--- src/rtl/eth_frame_builder.sv ---
// Builds one fixed-length Ethernet frame (header, payload, zero pad) into the frame BRAM,
// then hands it to the Manchester transmitter through the start/tx_busy handshake.
module eth_frame_builder #(
  parameter logic [47:0] DST_MAC   = 48'hFFFF_FFFF_FFFF,
  parameter logic [47:0] SRC_MAC   = 48'h0200_0000_0001,
  parameter logic [15:0] ETHERTYPE = 16'h88B5,
  parameter int unsigned FRAME_LEN = 512,
  parameter int unsigned ADDR_W    = 10
) (
  input  logic              clk,
  input  logic              rst,
  input  logic              in_valid,
  input  logic [7:0]        in_data,
  input  logic              in_last,
  output logic              in_ready,
  output logic              bram_wr_en,
  output logic [ADDR_W-1:0] bram_wr_addr,
  output logic [7:0]        bram_wr_data,
  output logic              tx_start,
  input  logic              tx_busy,
  output logic              busy,
  output logic              truncated,
  output logic [15:0]       frames_sent
);

  localparam logic [ADDR_W-1:0] LAST_ADDR = ADDR_W'(FRAME_LEN - 1);
  localparam logic [ADDR_W-1:0] HDR_LAST  = ADDR_W'(13);
  localparam logic [111:0]      HDR       = {DST_MAC, SRC_MAC, ETHERTYPE};

  typedef enum logic [2:0] {
    StIdle, StHeader, StPayload, StPad, StDrain, StStart, StWaitDone
  } state_e;

  state_e            state_q, state_d;
  logic [ADDR_W-1:0] addr_q, addr_d;
  logic              wr_en_d, trunc_d;
  logic [ADDR_W-1:0] wr_addr_d;
  logic [7:0]        wr_data_d;
  logic [15:0]       frames_d;
  logic [111:0]      hdr_shift;

  // Header byte for the current address, MSB byte of the header first.
  assign hdr_shift = HDR << (8 * addr_q[3:0]);

  assign in_ready = (state_q == StPayload) || (state_q == StDrain);
  assign tx_start = (state_q == StStart);
  assign busy     = (state_q != StIdle);

  always_comb begin
    state_d   = state_q;
    addr_d    = addr_q;
    wr_en_d   = 1'b0;
    wr_addr_d = addr_q;
    wr_data_d = 8'h00;
    trunc_d   = 1'b0;
    frames_d  = frames_sent;
    unique case (state_q)
      StIdle: begin
        if (in_valid && !tx_busy) begin
          state_d = StHeader;
          addr_d  = '0;
        end
      end
      StHeader: begin
        wr_en_d   = 1'b1;
        wr_data_d = hdr_shift[111:104];
        addr_d    = addr_q + 1'b1;
        if (addr_q == HDR_LAST) state_d = StPayload;
      end
      StPayload: begin
        if (in_valid) begin
          wr_en_d   = 1'b1;
          wr_data_d = in_data;
          if (addr_q == LAST_ADDR) begin
            state_d = in_last ? StStart : StDrain;
          end else begin
            addr_d = addr_q + 1'b1;
            if (in_last) state_d = StPad;
          end
        end
      end
      StPad: begin
        wr_en_d = 1'b1;
        if (addr_q == LAST_ADDR) state_d = StStart;
        else                     addr_d  = addr_q + 1'b1;
      end
      StDrain: begin
        if (in_valid && in_last) begin
          trunc_d = 1'b1;
          state_d = StStart;
        end
      end
      StStart: begin
        // Held until the transmitter picks it up on one of its clock enables.
        if (tx_busy) begin
          state_d  = StWaitDone;
          frames_d = frames_sent + 16'd1;
        end
      end
      StWaitDone: begin
        if (!tx_busy) state_d = StIdle;
      end
      default: state_d = StIdle;
    endcase
  end

  always_ff @(posedge clk or posedge rst) begin
    if (rst) begin
      state_q      <= StIdle;
      addr_q       <= '0;
      bram_wr_en   <= 1'b0;
      bram_wr_addr <= '0;
      bram_wr_data <= 8'h00;
      truncated    <= 1'b0;
      frames_sent  <= 16'd0;
    end else begin
      state_q      <= state_d;
      addr_q       <= addr_d;
      bram_wr_en   <= wr_en_d;
      bram_wr_addr <= wr_addr_d;
      bram_wr_data <= wr_data_d;
      truncated    <= trunc_d;
      frames_sent  <= frames_d;
    end
  end

endmodule

--- config.mk ---
export PLATFORM = sky130hd
export DESIGN_NAME = eth_frame_builder
export DESIGN_NICKNAME = d
export VERILOG_FILES = /design/src/rtl/eth_frame_builder.sv
export SDC_FILE = /design/constraint.sdc
export NUM_CORES = 1
export LEC_CHECK = 0
export BUFFER_PORTS_ARGS = -buffer_cell sky130_fd_sc_hd__clkbuf_2
export CAP_MARGIN = 20
export CORE_MARGIN = 2
export CORE_UTILIZATION = 55
export CTS_CLUSTER_SIZE = 28
export DETAILED_ROUTE_END_ITERATION = 8
export GPL_ROUTABILITY_DRIVEN = 0
export MAX_ROUTING_LAYER = met4
export PLACE_DENSITY = 0.78
export SYNTH_ARGS = -nofsm -noshare
export SYNTH_HDL_FRONTEND = slang
export SYNTH_SLANG_ARGS = --single-unit
--- constraint.sdc ---
create_clock -name clk -period 3.1 [get_ports clk]
set_input_delay 0.62 -clock clk [delete_from_list [all_inputs] [get_ports clk]]
set_output_delay 0.62 -clock clk [all_outputs]
set_load 0.01 [all_outputs]
## Yosys cells after proc, flatten, opt, wreduce, memory -nomap -nowiden

Cells that the tools add are included.

| storage, ports and cells | value |
|---|---|
| logic and storage cells | 58 |
| memories kept | 0 |
| register bits | 49 |
| output and inout bits | 39 |
| memory bits (read-only) | 0 |
| latch bits | 0 |
| bits in writable memories | 0 |
| input bits | 13 |

| operators by class | value |
|---|---|
| bitwise operators | 0 |
| multipliers | 0 |
| mux-type cells | 21 |
| eq/ne operators | 16 |
| magnitude comparators | 0 |
| add/subtract/negate cells | 2 |
| div/mod/pow operators | 0 |
| reduce and logical (&&, ||, !) cells | 11 |
| shift-type cells | 1 |

Operators with widths:

| cell | count |
|---|---|
| $shl A112 B7 Y112 const A | 1 |
| $pmux W10 S4 | 1 |
| $mux W10 | 3 |
| $mux W3 | 9 |
| $pmux W3 S7 | 1 |
| $add A16 B1 Y16 const B | 1 |
| $pmux W8 S2 | 1 |
| $add A10 B1 Y10 const B | 1 |
| $eq A10 B4 Y1 const B | 1 |
| $eq A10 B9 Y1 const B | 1 |
| $ne A2 B2 Y1 const B | 5 |
| $eq A3 B3 Y1 const B | 3 |
| $mux W8 | 1 |
| $reduce_and A8 Y1 | 1 |
| $eq A3 B2 Y1 const B | 2 |
| $mux W1 | 4 |
| $ne A2 B1 Y1 const B | 2 |
| $reduce_bool A4 Y1 | 1 |
| $eq A3 B1 Y1 const B | 1 |
| $logic_not A3 Y1 | 1 |
| $ne A3 B2 Y1 const B | 1 |
| $reduce_and A3 Y1 | 1 |
| $reduce_bool A3 Y1 | 1 |
| $logic_and A1 B1 Y1 | 2 |
| other kinds (5) | 5 |

## Longest topological paths before layout

| depth | value |
|---|---|
| depth after elaboration | 4 |
| depth in mapped cells | 6 |
| mapped depth without buffers | 6 |

## Worst setup path before layout

OpenSTA, ideal clock, no wires.

| timing | value |
|---|---|
| kind | input-to-reg |
| from | in in_valid |
| to | reg addr_q[6] |
| library setup time | 0.078 ns |
| path slack | 1.316 ns |
| arrival time | 1.706 ns |
| required time | 3.022 ns |
| stages on the path | 4 |
| buffers on the path | 0 |
| path through | o21bai_1 > a21o_1 > or4_2 > a21oi_1 |

| on the way | value |
|---|---|
| longest elaborated chain between the ends | 3 |
| elaborated cells between the ends (all ways) | 4 |
| classes of those cells | eq/ne (2); reduce/logical (2) |

RTL lines:

| item | RTL line | source |
|---|---|---|
| start: declaration | 12 | `input logic in_valid,` |
| $logic_and A1 B1 Y1 | 59 | `if (in_valid && !tx_busy) begin` |
| $ne A2 B2 Y1 (no line) | -- |  |
| $reduce_and A3 Y1 (no line) (*) | -- |  |
| end signal: assignment | 118 | `addr_q <= addr_d;` |
| end: declaration | 35 | `logic [ADDR_W-1:0] addr_q, addr_d;` |

Every way passes the cells marked *; elsewhere a longest branch is shown, timed or not.
A chain may end at the register's enable or synchronous reset.

## Worst setup path after layout

| timing | value |
|---|---|
| from | reg state_q[0] |
| to | reg addr_q[6] |

| on the way | value |
|---|---|
| longest elaborated chain between the ends | 3 |
| elaborated cells between the ends (all ways) | 9 |
| classes of those cells | eq/ne (5); mux (1); reduce/logical (3) |

RTL lines:

| item | RTL line | source |
|---|---|---|
| start: declaration | 34 | `state_e state_q, state_d;` |
| start signal: assignment | 109 | `state_q <= StIdle;` |
| start signal: assignment | 117 | `state_q <= state_d;` |
| $eq A3 B2 Y1 (tied with other cells) | 57 | `unique case (state_q)` |
| $reduce_bool A4 Y1 (no line) / $ne A2 B2 Y1 (equally long branches) | -- |  |
| $reduce_and A3 Y1 (no line) | -- |  |

Several ways; a longest one is shown, not always the timed one.

==> flow_summary.ini <==
[clock_tree]
cts.clk_slew.worst_paths_ns = 0.09
h-tree-depth = 2
cts_tree = yes
ctsLongestPathBuffers = 2
post-cts-setup-buffers = 0
clkLatencyLatePin_ns = 0.30
cts_buffers = 5
ctsHoldBuffers = 0
clock_sinks = 49
cts_resized = 0
clockRootBuffer = clkbuf_8

[setup_path]
critPathCaptureType = flop
worstSetupPathType = flop to flop
cp-start-kind = flop
worstPathBufferInverterCount = 0
critPathRequiredTime_ns = 3.33
crit_fanout = 18
cp_cell_sequence = nor2_1 -> a21o_1 -> or4_2 -> a21oi_1
r2r_start = state_q[0]
r2r_slack_ns = 1.05
cpMaxStageDelayCell = or4_2
slowest_delay_ns = 0.69
setup.worst_path.start = state_q[0]
cp.arrival_ns = 2.27
timing.critical_path.max_delay_family = simple AND/OR/NAND/NOR gates

[route]
wl_mm = 4.601
drt_pass1_iterations = 5
wl_per_cell_um = 14.51
via_per_inst = 5.703
route.antenna.remaining_nets = 0
drc_errors = 0
dr_total_vias = 1808
drtIter0Drc = 129

[yosys]
synth_edf_count = 0
yosysWarnings = 0
ys_types = 43
ys_seq_elements = 49
syn-num-nets = 231
ys.flop_type = dfrtp_1
ys_seq_area_frac = 0.5346
synth_area_per_cell_um2 = 10.77
syn_area_mm2 = 0.002293
async_flop_share = 1.000
synth_cells = 213

[global_route]
first_global_vias = 1635
grt_overflow = 0
grt_util_all_layers = 0.2154
grt_pass1_wl_mm = 7.272
grt_max_degree = 50
antenna_found_initial = 0

[pwr]
max-vdd-ir-drop_mv = 0.5270
seqPwrFrac = 0.497
p_leak_nw = 1.320
switching_power_w = 0.0006986
clockPowerShare = 0.231
power_frac_comb = 0.272
switching_share = 0.3449
internal_power_w = 0.001327
powerDensity_mw_per_mm2 = 743.6

[floorplan]
rows = 23
core_area_mm2 = 0.004000
dieArea_mm2 = 0.004703
start_util = 0.5734
fp.dieW_um = 68.58
io_pins = 52
die_h_um = 68.58

[layout]
final_layout_size_suffix_gt1_frac = 0.2734
final_cell_mix = clkbuf_2, dfrtp_1, nand2_1
n_antenna_cell = 0
final_common_cell = clkbuf_2
area_delta_synth_final_pct = 18.77
final_nets = 284

[sta]
finClkSkew_ns = 0.01021
holdWs_ns = 0.2775
final_max_slew_viol_count = 0
timing.max_slew.rel_slack = 0.5827
rsz0062_at_grt = false
setup_tns_ns = 0
finalHoldViolations = 0
setup_viol = 0
fin_crit_sh = 0.6602
worstMarginPinSlew_ns = 0.6206
min_period_ns = 2.047
max_freq_ghz = 0.4886

[place]
port_buffers = 51
place.detailed.hpwl_mm = 3.283

[run_status]
outcome = completed

[flow_run]
drv_cap = 0

[hold_path]
hp-class = primary input to async pin
## worst reg2reg max path, stage by stage (launching register included)
cell	delay, ns
dfrtp_1	0.56
nor2_1	0.18
a21o_1	0.38
or4_2	0.70
a21oi_1	0.15
## path summary, 6_finish.rpt
kind / to / depth (start not counted)
max: addr_q[6] / 4
max in group asynchronous: frames_sent[3] / 3
min in group clk: bram_wr_addr[9] / 0
min reg2reg: bram_wr_addr[9] / 0
max reg2reg: addr_q[6] / 4
min: bram_wr_data[5] / 2
## cell families after synthesis
kind of cell / synth area share
and+or+nand+nor: 0.2122
DFF: 0.5346
AOI/OAI and AO/OA: 0.1277
xor gates and xnor gates: 0.05728
buffers and inverters: 0.02673
adders and majority gates: 0.02728
muxes: 0.01418
## power groups by stage
| stage | clock network [W] | logic (W) | registers [W] |
|---|---|---|---|
| finish | 0.000467 | 0.000552 | 0.00101 |
| global route | 0.000510 | 0.000624 | 0.00104 |
| CTS | 0.000478 | 0.000557 | 0.00101 |
| detailed placement | 0 | 0.000553 | 0.00102 |
| global placement | 0 | 0.000543 | 0.00102 |
| floorplan | 0 | 0.000356 | 0.00100 |
## flip-flops by register name, indices dropped and copies added (netlist names)
name / flops
state_q: 3
addr_q: 10
bram_wr_addr: 10
truncated: 1
bram_wr_en: 1
bram_wr_data: 8
frames_sent: 16
## metal layers
metal / share of wire / GRT usage / vias to the layer above
li1: - / - / 879
met1: 0.44 / 0.2516 / 875
met2: 0.50 / 0.3558 / 45
met3: 0.046 / 0.06169 / 9
met4: 0.014 / 0.07500 / 0
met5: 0 / - / -
## final cells by class
class	count	area, um2
clock buffer	7	86.33
tap	50	62.56
inverter	6	22.52
sequential	49	1226
fill	322	1276
clock inverter	1	30.03
timing repair buffer	54	290.3
multi-input combinational	150	1006
## synth_stat cells, types with 2 or more instances
| library cell | instances | area share |
|---|---|---|
| and2_1 | 4 | 0.011 |
| a21o_1 | 2 | 0.0065 |
| a31oi_1 | 4 | 0.011 |
| clkbuf_1 | 3 | 0.0049 |
| inv_1 | 6 | 0.0098 |
| dfrtp_1 | 49 | 0.53 |
| nand4b_1 | 2 | 0.0076 |
| nand4_1 | 6 | 0.016 |
| a22o_1 | 4 | 0.015 |
| and4_1 | 2 | 0.0076 |
| a21oi_1 | 10 | 0.022 |
| ha_1 | 5 | 0.027 |
| nand2b_1 | 5 | 0.014 |
| nand3_1 | 10 | 0.022 |
| nor4_2 | 2 | 0.011 |
| nor3_1 | 2 | 0.0044 |
| mux2_2 | 2 | 0.0098 |
| nor4_1 | 2 | 0.0055 |
| o21ai_0 | 7 | 0.015 |
| nor2b_1 | 4 | 0.011 |
| nor2_1 | 9 | 0.015 |
| or4_2 | 2 | 0.0076 |
| nand2_1 | 18 | 0.029 |
| o41ai_1 | 2 | 0.0076 |
| xnor2_1 | 14 | 0.053 |
| and3_1 | 7 | 0.019 |
| buf_2 | 4 | 0.0087 |
| o31ai_1 | 7 | 0.023 |
| or4_1 | 5 | 0.016 |
## per-stage QoR
stage	worst slack [ns]	utilization	power, W	instance area, um2	cells
after detailed placement	0.9583	0.6469	0.001570	2587	308
after CTS	1.064	0.6759	0.002040	2704	316
after global placement	1.016	0.6469	0.001561	2587	308
after floorplan	1.307	-	0.001355	2293	213
after global routing	0.9471	0.6810	0.002169	2724	317
final	1.053	0.6810	0.002026	2724	317
Power figures use the tool's default switching activity.
